$ cat src/rtl/spi_slave_responder_if.sv
// SPI bus and host-side reply/receive signals of spi_slave_responder.
// The slave modport is the responder; the master modport is the bus master plus host.
interface spi_slave_responder_if #(
   parameter int unsigned CNT_W = 6
);
   logic             sck;
   logic             csn;
   logic             mosi;
   logic             miso;
   logic             miso_oe;
   logic [7:0]       rx_data;
   logic             rx_valid;
   logic [7:0]       tx_data;
   logic             tx_load;
   logic             tx_empty;
   logic             tx_underrun;
   logic [CNT_W-1:0] byte_cnt;
   logic             busy;

   modport slave (
      input  sck, csn, mosi, tx_data, tx_load,
      output miso, miso_oe, rx_data, rx_valid, tx_empty, tx_underrun, byte_cnt, busy
   );

   modport master (
      output sck, csn, mosi, tx_data, tx_load,
      input  miso, miso_oe, rx_data, rx_valid, tx_empty, tx_underrun, byte_cnt, busy
   );
endinterface

$ cat src/rtl/spi_slave_responder.sv
// SPI mode-0 responder: oversamples SCK/CSN/MOSI on clk, strobes received bytes,
// and shifts host-supplied reply bytes (or TX_DEFAULT) out on MISO.
module spi_slave_responder #(
   parameter logic [7:0]  TX_DEFAULT = 8'h0E,
   parameter int unsigned CNT_W      = 6
) (
   input  logic                  clk,
   input  logic                  rst,
   spi_slave_responder_if.slave  bus
);
   typedef enum logic [1:0] {RESYNC, IDLE, ACTIVE} state_t;

   state_t           state_q, state_d;
   logic [2:0]       sck_p, csn_p;
   logic [1:0]       mosi_p;
   logic [1:0]       flush_q;
   logic             sck_rise, sck_fall, csn_rise, csn_fall, csn_s, mosi_s;
   logic             frame_start, frame_end, do_rise, do_fall, load_evt, next_dflt;
   logic [7:0]       next_byte;
   logic [2:0]       bit_cnt;
   logic [7:0]       rx_shift, rx_data_q, tx_shift, tx_buf;
   logic             rx_valid_q, tx_empty_q, tx_underrun_q, dflt_pending, miso_q, miso_oe_q;
   logic [CNT_W-1:0] byte_cnt_q;

   always_ff @(posedge clk or posedge rst) begin
      if (rst) begin
         sck_p   <= '0;
         csn_p   <= '1;
         mosi_p  <= '0;
         flush_q <= '0;
         state_q <= RESYNC;
      end else begin
         sck_p   <= {sck_p[1:0], bus.sck};
         csn_p   <= {csn_p[1:0], bus.csn};
         mosi_p  <= {mosi_p[0], bus.mosi};
         flush_q <= {flush_q[0], 1'b1};
         state_q <= state_d;
      end
   end

   assign csn_s    = csn_p[1];
   assign mosi_s   = mosi_p[1];
   assign sck_rise = sck_p[1] & ~sck_p[2];
   assign sck_fall = ~sck_p[1] & sck_p[2];
   assign csn_rise = csn_p[1] & ~csn_p[2];
   assign csn_fall = ~csn_p[1] & csn_p[2];

   // RESYNC holds until the synchronizer has flushed its reset value, so a
   // csn that is already low at reset release is never mistaken for idle-high.
   always_comb begin
      state_d     = state_q;
      frame_start = 1'b0;
      frame_end   = 1'b0;
      do_rise     = 1'b0;
      do_fall     = 1'b0;
      case (state_q)
         RESYNC: if (flush_q[1] && csn_s) state_d = IDLE;
         IDLE: if (csn_fall) begin
            state_d     = ACTIVE;
            frame_start = 1'b1;
         end
         ACTIVE: if (csn_rise) begin
            state_d   = IDLE;
            frame_end = 1'b1;
         end else begin
            do_rise = sck_rise;
            do_fall = sck_fall;
         end
         default: state_d = RESYNC;
      endcase
   end

   assign load_evt  = frame_start | (do_fall & (bit_cnt == 3'd0));
   assign next_dflt = ~bus.tx_load & tx_empty_q;

   always_comb begin
      if (bus.tx_load)      next_byte = bus.tx_data;
      else if (!tx_empty_q) next_byte = tx_buf;
      else                  next_byte = TX_DEFAULT;
   end

   // A default byte loaded at a byte boundary only counts as an underrun once
   // the master clocks its first bit; the trailing load after the last byte never does.
   always_ff @(posedge clk or posedge rst) begin
      if (rst) begin
         bit_cnt <= '0;  rx_shift <= '0;  rx_data_q <= '0;  rx_valid_q <= 1'b0;
         tx_shift <= '0; tx_buf <= '0;    tx_empty_q <= 1'b1; tx_underrun_q <= 1'b0;
         dflt_pending <= 1'b0; miso_q <= 1'b0; miso_oe_q <= 1'b0; byte_cnt_q <= '0;
      end else begin
         rx_valid_q <= 1'b0;
         if (load_evt) begin
            tx_shift   <= next_byte;
            miso_q     <= next_byte[7];
            tx_empty_q <= 1'b1;
         end else if (bus.tx_load) begin
            tx_buf     <= bus.tx_data;
            tx_empty_q <= 1'b0;
         end
         if (frame_start) begin
            bit_cnt       <= '0;
            byte_cnt_q    <= '0;
            tx_underrun_q <= next_dflt;
            dflt_pending  <= 1'b0;
            miso_oe_q     <= 1'b1;
         end
         if (frame_end) begin
            bit_cnt   <= '0;
            miso_q    <= 1'b0;
            miso_oe_q <= 1'b0;
         end
         if (do_rise) begin
            rx_shift <= {rx_shift[6:0], mosi_s};
            bit_cnt  <= bit_cnt + 3'd1;
            if (bit_cnt == 3'd7) begin
               rx_data_q  <= {rx_shift[6:0], mosi_s};
               rx_valid_q <= 1'b1;
               if (byte_cnt_q != '1) byte_cnt_q <= byte_cnt_q + 1'b1;
            end
            if (bit_cnt == 3'd0 && dflt_pending) begin
               tx_underrun_q <= 1'b1;
               dflt_pending  <= 1'b0;
            end
         end
         if (do_fall) begin
            if (bit_cnt != 3'd0) begin
               tx_shift <= {tx_shift[6:0], 1'b0};
               miso_q   <= tx_shift[6];
            end else begin
               dflt_pending <= next_dflt;
            end
         end
      end
   end

   assign bus.miso        = miso_q;
   assign bus.miso_oe     = miso_oe_q;
   assign bus.rx_data     = rx_data_q;
   assign bus.rx_valid    = rx_valid_q;
   assign bus.tx_empty    = tx_empty_q;
   assign bus.tx_underrun = tx_underrun_q;
   assign bus.byte_cnt    = byte_cnt_q;
   assign bus.busy        = (state_q == ACTIVE);
endmodule

$ cat src/flat_wrapper.sv
// flat-port wrapper written by rule: the top's interface ports become plain ports
module spi_slave_responder_flat 
#(
   parameter logic [7:0]  TX_DEFAULT = 8'h0E,
   parameter int unsigned CNT_W      = 6
)
  (clk, rst, bus_sck, bus_csn, bus_mosi, bus_tx_data, bus_tx_load, bus_miso, bus_miso_oe, bus_rx_data, bus_rx_valid, bus_tx_empty, bus_tx_underrun, bus_byte_cnt, bus_busy);
  spi_slave_responder_if #(.CNT_W(CNT_W)) bus_i ();
  input  logic clk;
  input  logic rst;
  input wire logic [$bits(bus_i.sck)-1:0] bus_sck;
  input wire logic [$bits(bus_i.csn)-1:0] bus_csn;
  input wire logic [$bits(bus_i.mosi)-1:0] bus_mosi;
  input wire logic [$bits(bus_i.tx_data)-1:0] bus_tx_data;
  input wire logic [$bits(bus_i.tx_load)-1:0] bus_tx_load;
  output wire logic [$bits(bus_i.miso)-1:0] bus_miso;
  output wire logic [$bits(bus_i.miso_oe)-1:0] bus_miso_oe;
  output wire logic [$bits(bus_i.rx_data)-1:0] bus_rx_data;
  output wire logic [$bits(bus_i.rx_valid)-1:0] bus_rx_valid;
  output wire logic [$bits(bus_i.tx_empty)-1:0] bus_tx_empty;
  output wire logic [$bits(bus_i.tx_underrun)-1:0] bus_tx_underrun;
  output wire logic [$bits(bus_i.byte_cnt)-1:0] bus_byte_cnt;
  output wire logic [$bits(bus_i.busy)-1:0] bus_busy;
  assign bus_i.sck = bus_sck;
  assign bus_i.csn = bus_csn;
  assign bus_i.mosi = bus_mosi;
  assign bus_i.tx_data = bus_tx_data;
  assign bus_i.tx_load = bus_tx_load;
  assign bus_miso = bus_i.miso;
  assign bus_miso_oe = bus_i.miso_oe;
  assign bus_rx_data = bus_i.rx_data;
  assign bus_rx_valid = bus_i.rx_valid;
  assign bus_tx_empty = bus_i.tx_empty;
  assign bus_tx_underrun = bus_i.tx_underrun;
  assign bus_byte_cnt = bus_i.byte_cnt;
  assign bus_busy = bus_i.busy;
  spi_slave_responder #(.TX_DEFAULT(TX_DEFAULT), .CNT_W(CNT_W)) u_core (.clk(clk), .rst(rst), .bus(bus_i));
endmodule
$ cat config.mk
export PLATFORM = sky130hd
export DESIGN_NAME = spi_slave_responder_flat
export DESIGN_NICKNAME = d
export VERILOG_FILES = /design/src/rtl/spi_slave_responder_if.sv /design/src/rtl/spi_slave_responder.sv /design/src/flat_wrapper.sv
export SDC_FILE = /design/constraint.sdc
export NUM_CORES = 1
export LEC_CHECK = 0
export BUFFER_PORTS_ARGS = -buffer_cell sky130_fd_sc_hd__buf_2
export CAP_MARGIN = 20
export CORE_MARGIN = 2
export CORE_UTILIZATION = 55
export CTS_CLUSTER_DIAMETER = 80
export DETAILED_ROUTE_END_ITERATION = 12
export GPL_TIMING_DRIVEN = 0
export PLACE_DENSITY = 0.83
export SETUP_SLACK_MARGIN = 0.02
export SLEW_MARGIN = 30
export SYNTH_ARGS = -nofsm -noshare
export SYNTH_HDL_FRONTEND = slang
export SYNTH_SLANG_ARGS = --single-unit
export TNS_END_PERCENT = 20
$ cat constraint.sdc
create_clock -name clk -period 1.9 [get_ports clk]
set_clock_uncertainty 0.05 [all_clocks]
set_input_delay 0 -clock clk [delete_from_list [all_inputs] [get_ports clk]]
set_output_delay 0 -clock clk [all_outputs]
set_load 0.05 [all_outputs]
==> impl_metrics.yaml, run 1 <==
outcome:
  status: "completed"
setup_path:
  endpoint_kind: "flip-flop"
  required_ns: 2.08
  cp_data_arrival_time_ns: 1.96
  cp_max_fo: 6
  critPathLaunchType: "flip-flop"
  worstSetupPathType: "reg2reg"
die:
  fp.dieArea_um2: 5260
  die_h_um: 72.5
  chipWidth_um: 72.5
  core_um2: 4440
  rows: 24
  pin_count: 34
  initial_core_util: 0.581
timing:
  period_share: 0.940
  drv_slew: 0
  finalHoldViolCount: 0
  tns_ns: 0
  setup_viol: 0
  fmax_mhz: 560
  rsz0062_at_grt: "false"
  finalCriticalPeriod_ns: 1.79
place:
  hpwl_um: 3540
  io_buffers: 32
  place_inst: 336
  gp_congestion: 0.786
global_route:
  grt_pass1_vias: 2008
  grt-ovfl-total: 0
  antenna_found_initial: 0
  grt_max_degree: 47
  grt_usage: 0.232
  grt_pass1_wl_um: 9210
finish:
  layout_commonest_cell: "nand2_1"
  antennaDiodeCount: 0
  drive_gt1_frac: 0.281
  final_nets: 326
  mostFrequentLayoutCells: "67 x nand2_1, 51 x dfrtp_1, 43 x buf_2"
  fin_cells: 365
  area_growth_pct: 22.9
clocking:
  cts_buffer_depth: 2
  path_clk_slew_ns: 0.07
  cts.sinks: 57
  htreeDepth: 3
  cts.root.buffer_cell: "clkbuf_8"
  cts_tree: "built"
  numCtsBuffers: 9
  clk_latency_ns: 0.34
synthesis:
  yosys.area.top_type: "dfrtp_1"
  synth.ff_latch_count: 57
  async_flop_share: 1.00
  synth-edff-count: 0
  yosysTopAreaCellShare: 0.514
  synthDistinctLibCells: 49
  syn_inst: 251
  synthesis.area_um2: 2580
  synth_nets: 269
  synthTopCellsByArea: "dfrtp_1 51%, nand2_1 9.7%, mux2_2 4.4%"
  synthFlopType: "dfrtp_1"
  ys_seq_area_frac: 0.554
  ys_warn_count: 0
  avgSynthCellArea_um2: 10.3
pwr:
  p_per_area_nw_per_um2: 1080
  p_leak_nw: 1.59
  p_total_mw: 3.43
  vdd_drop_max_mv: 0.658
run:
  drv_cap: 0
detailed_routing:
  route.detailed.drc: 0
  routed_wl_um: 5340
  routedWlPerCell_um: 14.6
  drtIter0Drc: 95
  via_per_inst: 5.48
  dr.pass1.iters: 4
  antenna_left: 0
  vias: 1999
hold_path:
  hold_path_class: "in2async"
sequential cells by signal (all words and copies together), names as in the netlist, 3 cells and up:
signal and count:
u_core.tx_buf 8, u_core.bit_cnt 3, u_core.bus.rx_data 8, u_core.bus.byte_cnt 6
u_core.rx_shift 7, u_core.sck_p 3, u_core.csn_p 3, u_core.tx_shift 7
layer usage:
metal,routed length (um),GRT usage,part of all wire
met1,2290,0.270,0.43
met2,2740,0.403,0.51
met3,209,0.0500,0.039
met4,95,0.117,0.018
met5,0,0,0
power by group:
group | total [mW] | switching (mW) | internal, mW
Combinational | 0.780 | 0.467 | 0.313
Clock | 1.11 | 0.504 | 0.601
Sequential | 1.54 | 0.123 | 1.42
Total | 3.43 | 1.09 | 2.34
worst paths after layout:
check | start | to | slack [ns] | depth (start not counted)
max in group asynchronous | rst | u_core.csn_p[0]$_DFF_PP1_ | 1.19 | 4
hold reg to reg | u_core.mosi_p[0]$_DFF_PP0_ | u_core.mosi_p[1]$_DFF_PP0_ | 0.30 | 0
setup reg to reg | u_core.bit_cnt[0]$_DFFE_PP0P_ | u_core.bus.byte_cnt[3]$_DFF_PP0_ | 0.11 | 7
hold / removal | rst | u_core.bus.rx_valid$_DFF_PP0_ | 0.08 | 3
setup / recovery | u_core.bit_cnt[0]$_DFFE_PP0P_ | u_core.bus.byte_cnt[3]$_DFF_PP0_ | 0.11 | 7
min in group clk | bus_tx_load | u_core.tx_buf[6]$_DFFE_PP0P_ | 0.08 | 3
synth_stat cells, types with 2 or more instances:
library cell and count:
and2_1 4, nand3_1 8, buf_2 11, nor3_1 3, nor3b_1 3, a31oi_1 3
inv_1 4, ha_1 4, dfrtp_1 53, mux2i_1 2, o211ai_1 4, nor2_1 7
o21ai_0 9, mux2_2 10, nand2b_1 8, a21oi_1 5, a22o_1 4, nand2_1 67
dfstp_2 4, a211oi_1 4, nand4_1 2, nor2b_1 4, a21o_1 2
cells by family (layout without fill, tap and decap cells):
group / Yosys count / after routing / synth area share
AND/OR/NAND/NOR: 120 / 120 / 0.236
flip-flops: 57 / 57 / 0.554
AO/OA/AOI/OAI: 39 / 39 / 0.105
buffers and inverters: 18 / 80 / 0.0325
multiplexers: 12 / 12 / 0.0514
adder cells (fa/ha/maj): 4 / 4 / 0.0194
other: 1 / 1 / 0.00145
layout make-up:
| class | count | area, um^2 |
|---|---|---|
| clock inverters | 7 | 71.3 |
| plain buffers | 12 | 58.8 |
| fillers | 336 | 1270 |
| repair buffers | 46 | 315 |
| multi-input cells | 176 | 1080 |
| flip-flops and latches | 57 | 1430 |
| well taps | 52 | 65.1 |
| clock buffers | 9 | 124 |
| inverters | 6 | 27.5 |
metrics by stage:
step / cell area [um^2] / setup WS (ns) / util / hold WS, ns
after floorplan: 2580 / 0.160 / - / -0.0455
after global placement: 2810 / -0.392 / 0.632 / 0.0570
after detailed placement: 2840 / 0.0959 / 0.639 / -0.126
after CTS: 3160 / 0.0803 / 0.710 / 0.0567
after global routing: 3170 / 0.0264 / 0.714 / 0.0955
final: 3170 / 0.114 / 0.714 / 0.0792
critical path, cell delays in order (launching register included):
cell and delay (ns):
dfrtp_1 0.40, ha_1 0.21, ha_1 0.18, and3b_1 0.19
nand3_2 0.11, inv_2 0.07, and2_1 0.16, a221o_1 0.31
timing repair:
| item | in CTS | in global routing |
|---|---|---|
| hold buffers | 12 | 0 |
| setup buffers | 0 | 1 |
| endpoints found under the hold margin | 64 | 0 |
| endpoints found under the setup margin | 0 | 8 |
| gates resized for setup | 0 | 2 |
Note: power is estimated with default switching activity, not from simulation.
==> inputs of run 2 (changes only) <==
--- a/config.mk
+++ b/config.mk
@@ -13,7 +13,7 @@
 export DETAILED_ROUTE_END_ITERATION = 12
 export GPL_TIMING_DRIVEN = 0
 export PLACE_DENSITY = 0.83
-export SETUP_SLACK_MARGIN = 0.02
+export SETUP_SLACK_MARGIN = 0.2
 export SLEW_MARGIN = 30
 export SYNTH_ARGS = -nofsm -noshare
 export SYNTH_HDL_FRONTEND = slang
==> run 2 against run 1 <==
Utilization shrank 0.76 points. Worst hold slack gained 0.021 ns. Clock power shrank 15%.
==> impl_metrics.yaml, run 2 (synthesized netlist as in run 1, its figures left out) <==
detailed_routing:
  route.detailed.drc: 0
  drtIter0Drc: 96
  antenna_left: 0
  vias: 1986
  dr.pass1.iters: 4
  routedWlPerCell_um: 14.0
  routed_wl_um: 5090
  via_per_inst: 5.47
die:
  pin_count: 34
  rows: 24
  core_um2: 4440
  chipWidth_um: 72.5
  fp.dieArea_um2: 5260
  die_h_um: 72.5
  initial_core_util: 0.581
finish:
  final_nets: 325
  mostFrequentLayoutCells: "67 x nand2_1, 50 x dfrtp_1, 42 x buf_2"
  antennaDiodeCount: 0
  drive_gt1_frac: 0.283
  finalInstanceArea_um2: 3140
  area_growth_pct: 21.6
  layout_commonest_cell: "nand2_1"
  nFillCells: 326
pwr:
  pwr-share-comb: 0.239
  p_leak_nw: 1.58
  power.share.clock: 0.288
  swShare: 0.318
  vdd_drop_max_mv: 0.664
  p_per_area_nw_per_um2: 1040
  internal_power_mw: 2.23
  power_switching_mw: 1.04
  p_seq_frac: 0.473
global_route:
  grt_pass1_wl_um: 8810
  antenna_found_initial: 0
  grt_max_degree: 39
  grt-ovfl-total: 0
  grt_usage: 0.224
  grt_pass1_vias: 1979
setup_path:
  crit_family: "simple AND/OR/NAND/NOR gates"
  cp_data_arrival_time_ns: 1.88
  worstSetupPathType: "reg2reg"
  r2r-end: "u_core.bus.byte_cnt[3]$_DFF_PP0_"
  cp_slowest_stage_delay_ns: 0.39
  path_cells: "ha_2 > ha_1 > and3b_1 > nand3_2 > inv_2 > and2_4 > a221o_1"
  cp_num_buf_inv: 1
  r2r_slack_ns: 0.19
  required_ns: 2.07
  cp_max_fo: 6
  critPathLaunchType: "flip-flop"
  rr_worst_depth: 7
  slowest_stage: "dfrtp_1"
  reg2reg_from: "u_core.bit_cnt[1]$_DFFE_PP0P_"
  endpoint_kind: "flip-flop"
hold_path:
  hold_path_class: "in2async"
timing:
  fmax_mhz: 584
  rsz0062_at_grt: "true"
  period_share: 0.901
  holdWs_ns: 0.0998
  drv_slew: 0
  fin_ws_ns: 0.188
  finalHoldViolCount: 0
  finalCriticalPeriod_ns: 1.71
  setup_viol: 0
clocking:
  clk_latency_ns: 0.34
  cts.sinks: 57
  cts_setup_buffers: 0
  numCtsBuffers: 9
  path_clk_slew_ns: 0.06
  cts_tree: "built"
  cts_buffer_depth: 2
  htreeDepth: 3
  cts.root.buffer_cell: "clkbuf_8"
place:
  dp_slack_ns: 0.128
  hpwl_um: 3440
  gp_congestion: 0.780
  io_buffers: 32
  post_dp_cell_area_um2: 2830
run:
  drv_cap: 0
outcome:
  status: "completed"
==> run 2: layout make-up <==
cell class / instances / area (um^2) / share of cell area
Inverter: 6 / 27.5 / 0.00876
Buffer: 12 / 61.3 / 0.0195
Sequential cell: 57 / 1440 / 0.457
Timing Repair Buffer: 45 / 300 / 0.0956
Tap cell: 52 / 65.1 / 0.0207
Multi-Input combinational cell: 176 / 1090 / 0.347
Clock inverter: 4 / 20.0 / 0.00637
Clock buffer: 11 / 141 / 0.0450
==> run 2: how the worst max path moves through the flow <==
stage / from / endpoint / slack, ns / cells past startpoint
3_3_place_gp: rst / u_core.bus.byte_cnt[0]$_DFF_PP0_ / -0.40 / 2
3_5_place_dp: u_core.csn_p[2]$_DFF_PP1_ / u_core.tx_buf[4]$_DFFE_PP0P_ / 0.13 / 5
5_1_grt: u_core.bit_cnt[0]$_DFFE_PP0P_ / u_core.bus.byte_cnt[3]$_DFF_PP0_ / 0.13 / 7
2_1_floorplan: u_core.bus.byte_cnt[3]$_DFF_PP0_ / u_core.bus.byte_cnt[3]$_DFF_PP0_ / 0.16 / 4
4_1_cts: u_core.bit_cnt[0]$_DFFE_PP0P_ / u_core.bus.byte_cnt[3]$_DFF_PP0_ / 0.17 / 7
6_report: u_core.bit_cnt[1]$_DFFE_PP0P_ / u_core.bus.byte_cnt[3]$_DFF_PP0_ / 0.19 / 7
==> run 2: metal layers <==
layer | track usage | part of all wire
met5 | 0 | 0
met4 | 0.117 | 0.020
met3 | 0.0583 | 0.043
met2 | 0.378 | 0.50
met1 | 0.261 | 0.43
==> run 2: tightest hold or removal path: cells and delay by family <==
family	cells	cell delay (ns)
buf+inv	3	0.87
==> run 2: what timing repair did <==
item	in CTS	in global routing
hold buffers	12	0
gates resized for setup	5	1
endpoints found under the setup margin	11	22
gates cloned	0	0
pin swaps	2	2
endpoints found under the hold margin	65	0
==> run 2: metrics by stage <==
step | util | TNS (ns) | cells | power [mW]
after floorplan | - | 0 | 251 | 2.13
final | 0.707 | 0 | 363 | 3.27
after global placement | 0.633 | -12.46 | 335 | 2.28
after global routing | 0.707 | 0 | 363 | 3.45
after CTS | 0.705 | 0 | 363 | 3.29
after detailed placement | 0.638 | 0 | 336 | 2.31
==> run 2: power by group through the flow <==
stage	sequential (mW)	combinational, mW	clock, mW
2_1_floorplan	1.65	0.479	0
3_3_place_gp	1.55	0.724	0
3_5_place_dp	1.56	0.750	0
4_1_cts	1.54	0.784	0.966
5_1_grt	1.57	0.862	1.02
6_report	1.55	0.780	0.942
